$ cat src/rtl/adma_descriptor_fetch.sv
// ---------------------------------------------------------------------------
// adma_descriptor_fetch
//
// Walks an ADMA descriptor table in memory. Each descriptor is three 32-bit
// words read one per request:
//   word0 : [0] Valid, [1] End, [5:4] Act (00 nop, 01 reserved, 10 tran,
//           11 link), [31:16] length
//   word1 : address low, word2 : address high
// Transfer descriptors are handed to the DMA engine with a valid/ready
// handshake; link descriptors redirect the walk; nop descriptors are skipped.
// STOP pauses the walk at the start of the current descriptor, and
// command_reg_continue resumes it from there.
//
// Ports
//   CLK                   clock, rising edge
//   RESET                 asynchronous active-high reset
//   STOP                  level: abort current descriptor and pause
//   command_reg_write     start pulse, walk begins at starting_address
//   command_reg_continue  resume pulse (PAUSED only)
//   starting_address      byte address of the first descriptor
//   mem_req / mem_addr    word read request, held until mem_ack
//   mem_ack / mem_rdata   read data strobe and data
//   address_descriptor    {End, word2, word1, word0}
//   desc_valid/desc_ready descriptor handshake to the DMA engine
//   busy                  walk active (not IDLE, not PAUSED)
//   done                  one-cycle pulse: walk finished on an End descriptor
//   desc_error            one-cycle pulse: invalid/reserved descriptor
//
// Build option
//   ADMA_LINK_LIMIT_EN    when defined, the ninth consecutive link descriptor
//                         raises desc_error and ends the walk.
// ---------------------------------------------------------------------------
module adma_descriptor_fetch (
  input  logic        CLK,
  input  logic        RESET,
  input  logic        STOP,
  input  logic        command_reg_write,
  input  logic        command_reg_continue,
  input  logic [63:0] starting_address,
  output logic        mem_req,
  output logic [63:0] mem_addr,
  input  logic        mem_ack,
  input  logic [31:0] mem_rdata,
  output logic [96:0] address_descriptor,
  output logic        desc_valid,
  input  logic        desc_ready,
  output logic        busy,
  output logic        done,
  output logic        desc_error
);

  typedef enum logic [2:0] {
    S_IDLE,
    S_FETCH0,
    S_FETCH1,
    S_FETCH2,
    S_CHECK,
    S_OUTPUT,
    S_PAUSED
  } state_e;

  localparam logic [1:0] ACT_NOP  = 2'b00;
  localparam logic [1:0] ACT_RSVD = 2'b01;
  localparam logic [1:0] ACT_TRAN = 2'b10;
  localparam logic [1:0] ACT_LINK = 2'b11;

  localparam logic [63:0] DESC_BYTES = 64'd12;

  state_e      state_q, state_d;
  logic [63:0] pointer_q, pointer_d;   // start of the descriptor being walked
  logic [95:0] words_q, words_d;       // {word2, word1, word0}
  logic [63:0] word_offset;

  logic       d_valid;
  logic       d_end;
  logic [1:0] d_act;

`ifdef ADMA_LINK_LIMIT_EN
  // Eight consecutive links may be followed; the ninth is treated as a loop.
  localparam logic [3:0] LINK_MAX_FOLLOWED = 4'd8;
  logic [3:0] link_cnt_q, link_cnt_d;
`endif

  assign d_valid = words_q[0];
  assign d_end   = words_q[1];
  assign d_act   = words_q[5:4];

  assign word_offset = (state_q == S_FETCH1) ? 64'd4 :
                       (state_q == S_FETCH2) ? 64'd8 : 64'd0;

  assign address_descriptor = {d_end, words_q};
  assign busy               = (state_q != S_IDLE) && (state_q != S_PAUSED);

  always_comb begin
    // NOTE: every variable written here is given a default first, so no path
    // through the case statements can leave one unassigned and infer a latch.
    state_d    = state_q;
    pointer_d  = pointer_q;
    words_d    = words_q;
    mem_req    = 1'b0;
    mem_addr   = '0;
    desc_valid = 1'b0;
    done       = 1'b0;
    desc_error = 1'b0;
`ifdef ADMA_LINK_LIMIT_EN
    link_cnt_d = link_cnt_q;
`endif

    unique case (state_q)
      S_IDLE, S_PAUSED: begin
        // A new start wins over a resume arriving in the same cycle.
        if (command_reg_write) begin
          pointer_d = starting_address;
          state_d   = S_FETCH0;
`ifdef ADMA_LINK_LIMIT_EN
          link_cnt_d = '0;
`endif
        end else if ((state_q == S_PAUSED) && command_reg_continue && !STOP) begin
          state_d = S_FETCH0;
        end
      end

      S_FETCH0, S_FETCH1, S_FETCH2: begin
        mem_addr = pointer_q + word_offset;
        if (STOP) begin
          state_d = S_PAUSED;
        end else begin
          mem_req = 1'b1;
          if (mem_ack) begin
            unique case (state_q)
              S_FETCH0: begin
                words_d[31:0] = mem_rdata;
                state_d       = S_FETCH1;
              end
              S_FETCH1: begin
                words_d[63:32] = mem_rdata;
                state_d        = S_FETCH2;
              end
              S_FETCH2: begin
                words_d[95:64] = mem_rdata;
                state_d        = S_CHECK;
              end
              default: state_d = S_IDLE;
            endcase
          end
        end
      end

      S_CHECK: begin
        if (STOP) begin
          state_d = S_PAUSED;
        end else if (!d_valid || (d_act == ACT_RSVD)) begin
          desc_error = 1'b1;
          state_d    = S_IDLE;
        end else begin
          unique case (d_act)
            ACT_LINK: begin
`ifdef ADMA_LINK_LIMIT_EN
              if (link_cnt_q == LINK_MAX_FOLLOWED) begin
                desc_error = 1'b1;
                state_d    = S_IDLE;
              end else begin
                link_cnt_d = link_cnt_q + 4'd1;
                pointer_d  = words_q[95:32];
                state_d    = S_FETCH0;
              end
`else
              pointer_d = words_q[95:32];
              state_d   = S_FETCH0;
`endif
            end
            ACT_NOP: begin
`ifdef ADMA_LINK_LIMIT_EN
              link_cnt_d = '0;
`endif
              if (d_end) begin
                done    = 1'b1;
                state_d = S_IDLE;
              end else begin
                pointer_d = pointer_q + DESC_BYTES;
                state_d   = S_FETCH0;
              end
            end
            ACT_TRAN: begin
`ifdef ADMA_LINK_LIMIT_EN
              link_cnt_d = '0;
`endif
              state_d = S_OUTPUT;
            end
            default: state_d = S_IDLE;
          endcase
        end
      end

      S_OUTPUT: begin
        // Pointer stays at this descriptor until the handshake, so a pause
        // here re-presents the same transfer on resume.
        if (STOP) begin
          state_d = S_PAUSED;
        end else begin
          desc_valid = 1'b1;
          if (desc_ready) begin
            if (d_end) begin
              done    = 1'b1;
              state_d = S_IDLE;
            end else begin
              pointer_d = pointer_q + DESC_BYTES;
              state_d   = S_FETCH0;
            end
          end
        end
      end

      default: state_d = S_IDLE;
    endcase
  end

  always_ff @(posedge CLK or posedge RESET) begin
    if (RESET) begin
      state_q   <= S_IDLE;
      pointer_q <= '0;
      words_q   <= '0;
`ifdef ADMA_LINK_LIMIT_EN
      link_cnt_q <= '0;
`endif
    end else begin
      // NOTE: non-blocking assignments so every register samples the values
      // from before this edge, independent of statement order.
      state_q   <= state_d;
      pointer_q <= pointer_d;
      words_q   <= words_d;
`ifdef ADMA_LINK_LIMIT_EN
      link_cnt_q <= link_cnt_d;
`endif
    end
  end

endmodule

$ cat config.mk
export PLATFORM = sky130hd
export DESIGN_NAME = adma_descriptor_fetch
export DESIGN_NICKNAME = d
export VERILOG_FILES = /design/src/rtl/adma_descriptor_fetch.sv
export SDC_FILE = /design/constraint.sdc
export NUM_CORES = 1
export LEC_CHECK = 0
export ABC_CLOCK_PERIOD_IN_PS = 5780
export CAP_MARGIN = 40
export CORE_MARGIN = 5
export CORE_UTILIZATION = 45
export DETAILED_ROUTE_END_ITERATION = 6
export GPL_TIMING_DRIVEN = 1
export PLACE_DENSITY = 0.77
export SYNTH_ARGS = -nofsm -noshare
export SYNTH_HDL_FRONTEND = slang
export SYNTH_SLANG_ARGS = --single-unit
$ cat constraint.sdc
create_clock -name CLK -period 5.78 [get_ports CLK]
set_input_delay 1.445 -clock CLK [delete_from_list [all_inputs] [get_ports CLK]]
set_output_delay 1.445 -clock CLK [all_outputs]
set_load 0.03 [all_outputs]
==> flow_summary_export.csv, run 1 <==
group,metric,value,unit
floorplan,die_h,162.0,um
logic_synthesis,netlist_instances,1150,
critical_path,path_cells,"nor2b_1, nor2b_1, ha_1, a21o_1, nand4_1, or4_1, or3_1, a21oi_1, clkdlybuf4s50_1",
pwr,p_leak,5.309,nW
sta,slew-limit-headroom,36.88,%
floorplan,io_pins,269,
clock_network,cts_sinks,163,
critical_path,arrival,4.17,ns
hold_path,hold_class,"register to register",
routing,drc,0,
pwr,peakVddDrop,0.3511,mV
clock_network,clk_pin_slew_worst_paths,0.08,ns
logic_synthesis,ys_seq_area_share,39.26,%
routing,drtPass1Iterations,6,
critical_path,crit_top_cell,"nor2b_1",
final_layout,layout-drive-gt1-share,14.09,%
placement,place.gp.congestion,0.9391,
grt,grt.total_usage,29.48,%
floorplan,core_area,22710,sq um
logic_synthesis,synth-seq-cells,163,
grt,grt.overflow.total,0,
pwr,powerDensity,669.3,nW/um^2
critical_path,crit_buf_inv,1,
critical_path,cp.depth,9,
logic_synthesis,syn_area,10390,sq um
placement,dp.final_hpwl,29370,um
floorplan,num_rows,55,
grt,antenna_found_initial,1,
logic_synthesis,synthArstFlopShare,100.0,%
pwr,power.total,9.302,mW
critical_path,crit_family,"simple AND/OR/NAND/NOR gates",
clock_network,ctsResizeCount,0,
logic_synthesis,syn-num-nets,1257,
logic_synthesis,ys.flop_type,"dfrtp_1",
clock_network,cts_tree,"built",
logic_synthesis,yosysWarnings,0,
routing,drt-initial-drc-count,1135,
sta,clock_skew,0.01359,ns
final_layout,area_delta_synth_final,33.76,%
routing,vias,10270,
placement,port_buffers,268,
placement,placed_cells,1630,
final_layout,nets,1471,
routing,via_per_inst,6.182,
floorplan,start_util,45.75,%
final_layout,antennaDiodeCount,0,
floorplan,dieArea,26230,sq um
grt,grt_first_pass_wirelength,60580,um
routing,drt.antenna.violating_nets,0,
critical_path,slowest_stage,"or4_1",
critical_path,crit_fanout,11,
sta,grt_setup_unrepaired,"true",
routing,wl_per_cell,23.89,um
logic_synthesis,syn_avg_cell_area,9.035,sq um
critical_path,critPathCaptureType,"primary output",
clock_network,worstSkewPairLatency,0.44,ns
clock_network,hold_buffers,0,
sta,fin_crit_sh,97.15,%
clock_network,cts_root_buffer,"clkbuf_16",
final_layout,final.fill_count,1967,
placement,dpl_worst_slack,0.6578,ns
hold_path,hold_depth,1,
grt,grt_max_degree,164,
critical_path,max_stage_delay,0.69,ns
sta,worst_pin_slew,0.9469,ns
clock_network,cts_buffer_depth,2,
sta,fin_crit,5.615,ns
logic_synthesis,yosysUniqueCellTypes,73,
clock_network,cts_max_level,4,
critical_path,required,4.34,ns
critical_path,r2r_start,"state_q[1]",
sta,setup_ws,0.1649,ns
run_status,status,"completed",
sta,drv_slew,0,
job,maxCapViolCount,0,
sta,setup_viol,0,
sta,fmax,178.1,MHz
grt,grt_pass1_vias,10060,
hold_path,hp-start,"words_q[10]",
logic_synthesis,synth_edf_count,0,
routing,drt_wl_total,39700,um
critical_path,setup.worst_path.start_class,"register",
critical_path,critPathLaunch,"state_q[1]",
final_layout,stdcell_count,1662,
critical_path,path_class,"register to primary output",
clock_network,cts-buffers-inserted,17,
clock_network,cts_setup_buffers,0,
sta,hold_viol_final,0,
floorplan,fp.dieW,162.0,um
critical_path,reg2reg_depth,7,
through the flow:
step	TNS [ns]	cell area (sq um)	hold WS [ns]	util, %
5_1_grt	-0.3888	13900	0.5280	61.20
4_1_cts	0	13900	0.5095	61.20
6_report	0	13900	0.5051	61.20
3_5_place_dp	0	13240	0.4921	58.29
3_3_place_gp	0	13220	0.4867	58.23
2_1_floorplan	0	10390	0.4811	-
registers in the layout (all words and copies together), names as in the netlist:
register	count
state_q	3
pointer_q	64
words_q	96
kinds of logic after synthesis:
kind of cell,share of synthesized area (%)
simple gates,22.58
mux,10.40
fa+ha+maj,0.5540
xor+xnor,5.142
compound gates,16.99
flops,39.26
buf+inv,5.070
final timing paths:
path                            endpoint  slack (ns)
min                          words_q[10]        0.51
max in group asynchronous  pointer_q[60]        3.47
max                         mem_addr[61]        0.16
max reg2reg                pointer_q[16]        2.67
min reg2reg                  words_q[10]        0.51
min in group asynchronous     words_q[3]        1.57
synthesized netlist by cell type, drive strengths merged (8+ instances only):
| master | instances | area, sq um |
|---|---|---|
| or3 | 12 | 75.07 |
| nand2b | 8 | 57.55 |
| nand3 | 46 | 230.2 |
| nor2b | 8 | 50.05 |
| and3 | 14 | 87.58 |
| a21oi | 74 | 370.4 |
| nor2 | 128 | 483.0 |
| nand2 | 80 | 300.3 |
| o21ai | 57 | 285.3 |
| nor4 | 21 | 210.2 |
| a31oi | 8 | 50.05 |
| a211oi | 10 | 75.07 |
| mux2 | 96 | 1081 |
| o22ai | 21 | 131.4 |
| xnor2 | 29 | 254.0 |
| inv | 12 | 45.04 |
| buf | 46 | 261.5 |
| and4 | 16 | 140.1 |
| a22oi | 14 | 105.1 |
| dfrtp | 163 | 4079 |
| o22a | 22 | 192.7 |
| xor2 | 32 | 280.3 |
| nor3 | 43 | 242.7 |
| clkbuf | 57 | 220.2 |
| nand4 | 43 | 302.8 |
cell type report:
| cell class | instances | area, sq um | area share [%] |
|---|---|---|---|
| flip-flops and latches | 163 | 4079 | 29.35 |
| clock inverters | 15 | 234.0 | 1.684 |
| clock buffers | 17 | 425.4 | 3.061 |
| inverters | 12 | 48.80 | 0.3511 |
| well taps | 285 | 356.6 | 2.566 |
| repair buffers | 298 | 2928 | 21.07 |
| multi-input cells | 872 | 5826 | 41.92 |
cells in the final DEF (no fill, tap or decap), types with 7 or more instances in the layout:
cell,synthesis,routed
mux2_2,96,96
nand2_1,80,80
and3_1,14,14
o22ai_1,21,21
o21ai_0,51,51
a211oi_1,10,10
clkdlybuf4s50_1,0,268
xnor2_1,29,29
a31oi_1,8,8
nand4_1,39,39
o22a_1,22,22
inv_1,12,11
and4_1,16,16
a22oi_1,14,14
nor2b_1,8,7
nor4_1,14,14
dfrtp_1,163,163
nor2_1,127,126
xor2_1,32,32
buf_4,8,28
nand3_1,46,46
or3_1,12,12
nor3_1,40,40
a21oi_1,74,74
clkbuf_16,0,17
report_power, final:
part           internal [mW]  leakage, nW  switching, mW
combinational           2.24         3.03           3.24
sequential              1.71         1.96          0.856
clock                  0.677        0.318          0.581
worst reg2reg max path, cell delays in order (launching register included):
cell,delay (ns)
dfrtp_1,0.51
nand2b_2,0.28
buf_4,0.36
a311o_1,0.40
a21bo_2,0.74
buf_4,0.40
a21oi_1,0.10
o22a_1,0.22
layer usage:
metal,vias up,wire [um],GRT usage (%)
li1,4657,-,-
met1,5044,16520,40.29
met2,515,18400,46.65
met3,56,4139,8.881
met4,2,630,6.344
met5,-,13,0
Note: power is estimated with default switching activity, not from simulation.
==> inputs of run 2 (changes only) <==
--- a/config.mk
+++ b/config.mk
@@ -7,7 +7,7 @@
 export LEC_CHECK = 0
 export ABC_CLOCK_PERIOD_IN_PS = 5780
 export CAP_MARGIN = 40
-export CORE_MARGIN = 5
+export CORE_MARGIN = 2
 export CORE_UTILIZATION = 45
 export DETAILED_ROUTE_END_ITERATION = 6
 export GPL_TIMING_DRIVEN = 1
==> flow_summary_export.csv, run 2 (synthesis gave the netlist of run 1 again) <==
group,metric,value,unit
floorplan,dieArea,24320,sq um
clock_network,cts_max_level,4,
critical_path,path_cells,"nor2b_2, nor2b_1, ha_1, a21o_1, nand4_1, or4_1, or3_1, a21oi_1, clkdlybuf4s50_1",
pwr,power_frac_comb,58.5,%
critical_path,critPathCaptureType,"primary output",
routing,route.met3.wl,3887,um
final_layout,nets,1465,
grt,grt_first_pass_wirelength,59850,um
floorplan,die_h,156.0,um
placement,dpl_worst_slack,0.7534,ns
sta,holdWs,0.5067,ns
pwr,power.total,9.230,mW
pwr,p_switching,4.644,mW
clock_network,worstSkewPairLatency,0.44,ns
routing,drt_wl_total,39210,um
pwr,intPower,4.586,mW
clock_network,cts_buffer_depth,2,
floorplan,start_util,45.89,%
placement,place.gp.congestion,0.9804,
critical_path,arrival,4.01,ns
routing,drtPass1Iterations,5,
sta,fin_crit,5.456,ns
sta,setup_viol,0,
sta,hold_viol_final,0,
placement,dp.final_hpwl,28780,um
critical_path,slowest_stage,"clkdlybuf4s50_1",
critical_path,crit_family,"simple AND/OR/NAND/NOR gates",
placement,post_dp_cell_area,13190,sq um
job,maxCapViolCount,0,
pwr,pwr-share-seq,28.1,%
clock_network,clk_pin_slew_worst_paths,0.08,ns
clock_network,cts-buffers-inserted,17,
critical_path,max_stage_delay,0.69,ns
routing,vias,10330,
routing,top_layer,"met4",
grt,grt.overflow.total,0,
clock_network,cts_sinks,163,
pwr,powerDensity,667.5,nW/um^2
hold_path,hold_depth,1,
pwr,peakVddDrop,0.4122,mV
clock_network,cts_setup_buffers,0,
final_layout,largest_reg_flops,96,
critical_path,rr_endpoint,"pointer_q[37]",
sta,grt_setup_unrepaired,"false",
sta,fin_crit_sh,94.39,%
floorplan,core_area,22640,sq um
routing,drc,0,
routing,drt-initial-drc-count,1126,
pwr,netSwitchingFraction,50.32,%
sta,setup_ws,0.3241,ns
pwr,p_leak,5.272,nW
final_layout,largest_registers,"words_q (96), pointer_q (64), state_q (3)",
sta,clock_skew,0.01686,ns
routing,wl_met2,18020,um
final_layout,antennaDiodeCount,0,
grt,grt_max_degree,164,
critical_path,required,4.34,ns
floorplan,io_pins,269,
run_status,status,"completed",
floorplan,num_rows,55,
final_layout,area_delta_synth_final,33.08,%
critical_path,reg2reg_depth,6,
routing,via_per_inst,6.239,
floorplan,fp.dieW,156.0,um
sta,fmax,183.3,MHz
clock_network,hold_buffers,0,
hold_path,hold_class,"register to register",
sta,slew-limit-headroom,26.95,%
critical_path,path_class,"register to primary output",
final_layout,mostFrequentLayoutCells,"268 x clkdlybuf4s50_1, 163 x dfrtp_1, 126 x nor2_1, 96 x mux2_2, 80 x nand2_1",
final_layout,layout.cells.most_common,"clkdlybuf4s50_1",
final_layout,final.fill_count,1929,
hold_path,hp-start,"words_q[10]",
sta,drv_slew,0,
routing,wl_met1,16300,um
critical_path,setup.worst_path.start_class,"register",
final_layout,design_area,13830,sq um
critical_path,crit_buf_inv,1,
routing,drt.antenna.violating_nets,0,
pwr,clockPowerShare,13.4,%
hold_path,hold_end,"words_q[10]",
grt,grt_pass1_vias,10090,
critical_path,crit_fanout,11,
grt,antenna_found_initial,0,
placement,port_buffers,268,
sta,worst_pin_slew,1.096,ns
clock_network,cts_root_buffer,"clkbuf_16",
critical_path,rrSetupSlack,2.67,ns
clock_network,cts_tree,"built",
final_layout,largest-register,"words_q",
final_layout,layout-drive-gt1-share,13.79,%
sta,tns,0,ns
routing,wl_per_cell,23.68,um
grt,grt.total_usage,32.33,%
critical_path,r2r_start,"pointer_q[12]",
[run 2: changes by cell type in the layout (fill, tap and decap cells not counted), sizes merged]
| cell | change |
|---|---|
| buf | -6 |
| clkinv | -3 |
| inv | +3 |
[run 2: timing repair]
action | CTS | global route
endpoints found under the hold margin | 0 | 0
endpoints found under the setup margin | 0 | 5
resized for setup | 0 | 1
[run 2: worst max path at each step]
stage | start | endpoint | cells after the start
after floorplan | state_q[1] | mem_addr[61] | 10
after global placement | state_q[1] | mem_addr[33] | 9
after detailed placement | state_q[1] | mem_addr[33] | 9
after CTS | state_q[1] | mem_addr[33] | 9
after global routing | state_q[1] | mem_addr[57] | 10
final | state_q[1] | mem_addr[33] | 9
[run 2: final cells by class]
type | instances | area (sq um) | share of cell area [%]
clock buffers | 17 | 425.4 | 3.077
clock inverters | 15 | 206.4 | 1.493
inverters | 12 | 48.80 | 0.3529
multi-input cells | 872 | 5828 | 42.15
flip-flops and latches | 163 | 4079 | 29.50
well taps | 285 | 356.6 | 2.579
repair buffers | 292 | 2883 | 20.85
[run 2: routing by layer]
layer / track usage (%) / vias up
li1: - / 4644
met1: 44.43 / 5052
met2: 50.06 / 579
met3: 8.389 / 56
met4: 10.35 / 0
met5: 0 / -
[run 2: power by group through the flow]
stage	Combinational (mW)	Clock [mW]	Sequential, mW
CTS	5.38	1.24	2.55
floorplan	3.08	0	2.72
global placement	5.27	0	2.55
finish	5.40	1.23	2.59
detailed placement	5.35	0	2.57
global route	5.74	1.30	2.66
[run 2: metrics by stage]
step / cells / util, %
floorplan: 1150 / -
global route: 1656 / 61.07
CTS: 1656 / 61.06
global placement: 1623 / 58.20
detailed placement: 1624 / 58.27
finish: 1656 / 61.07
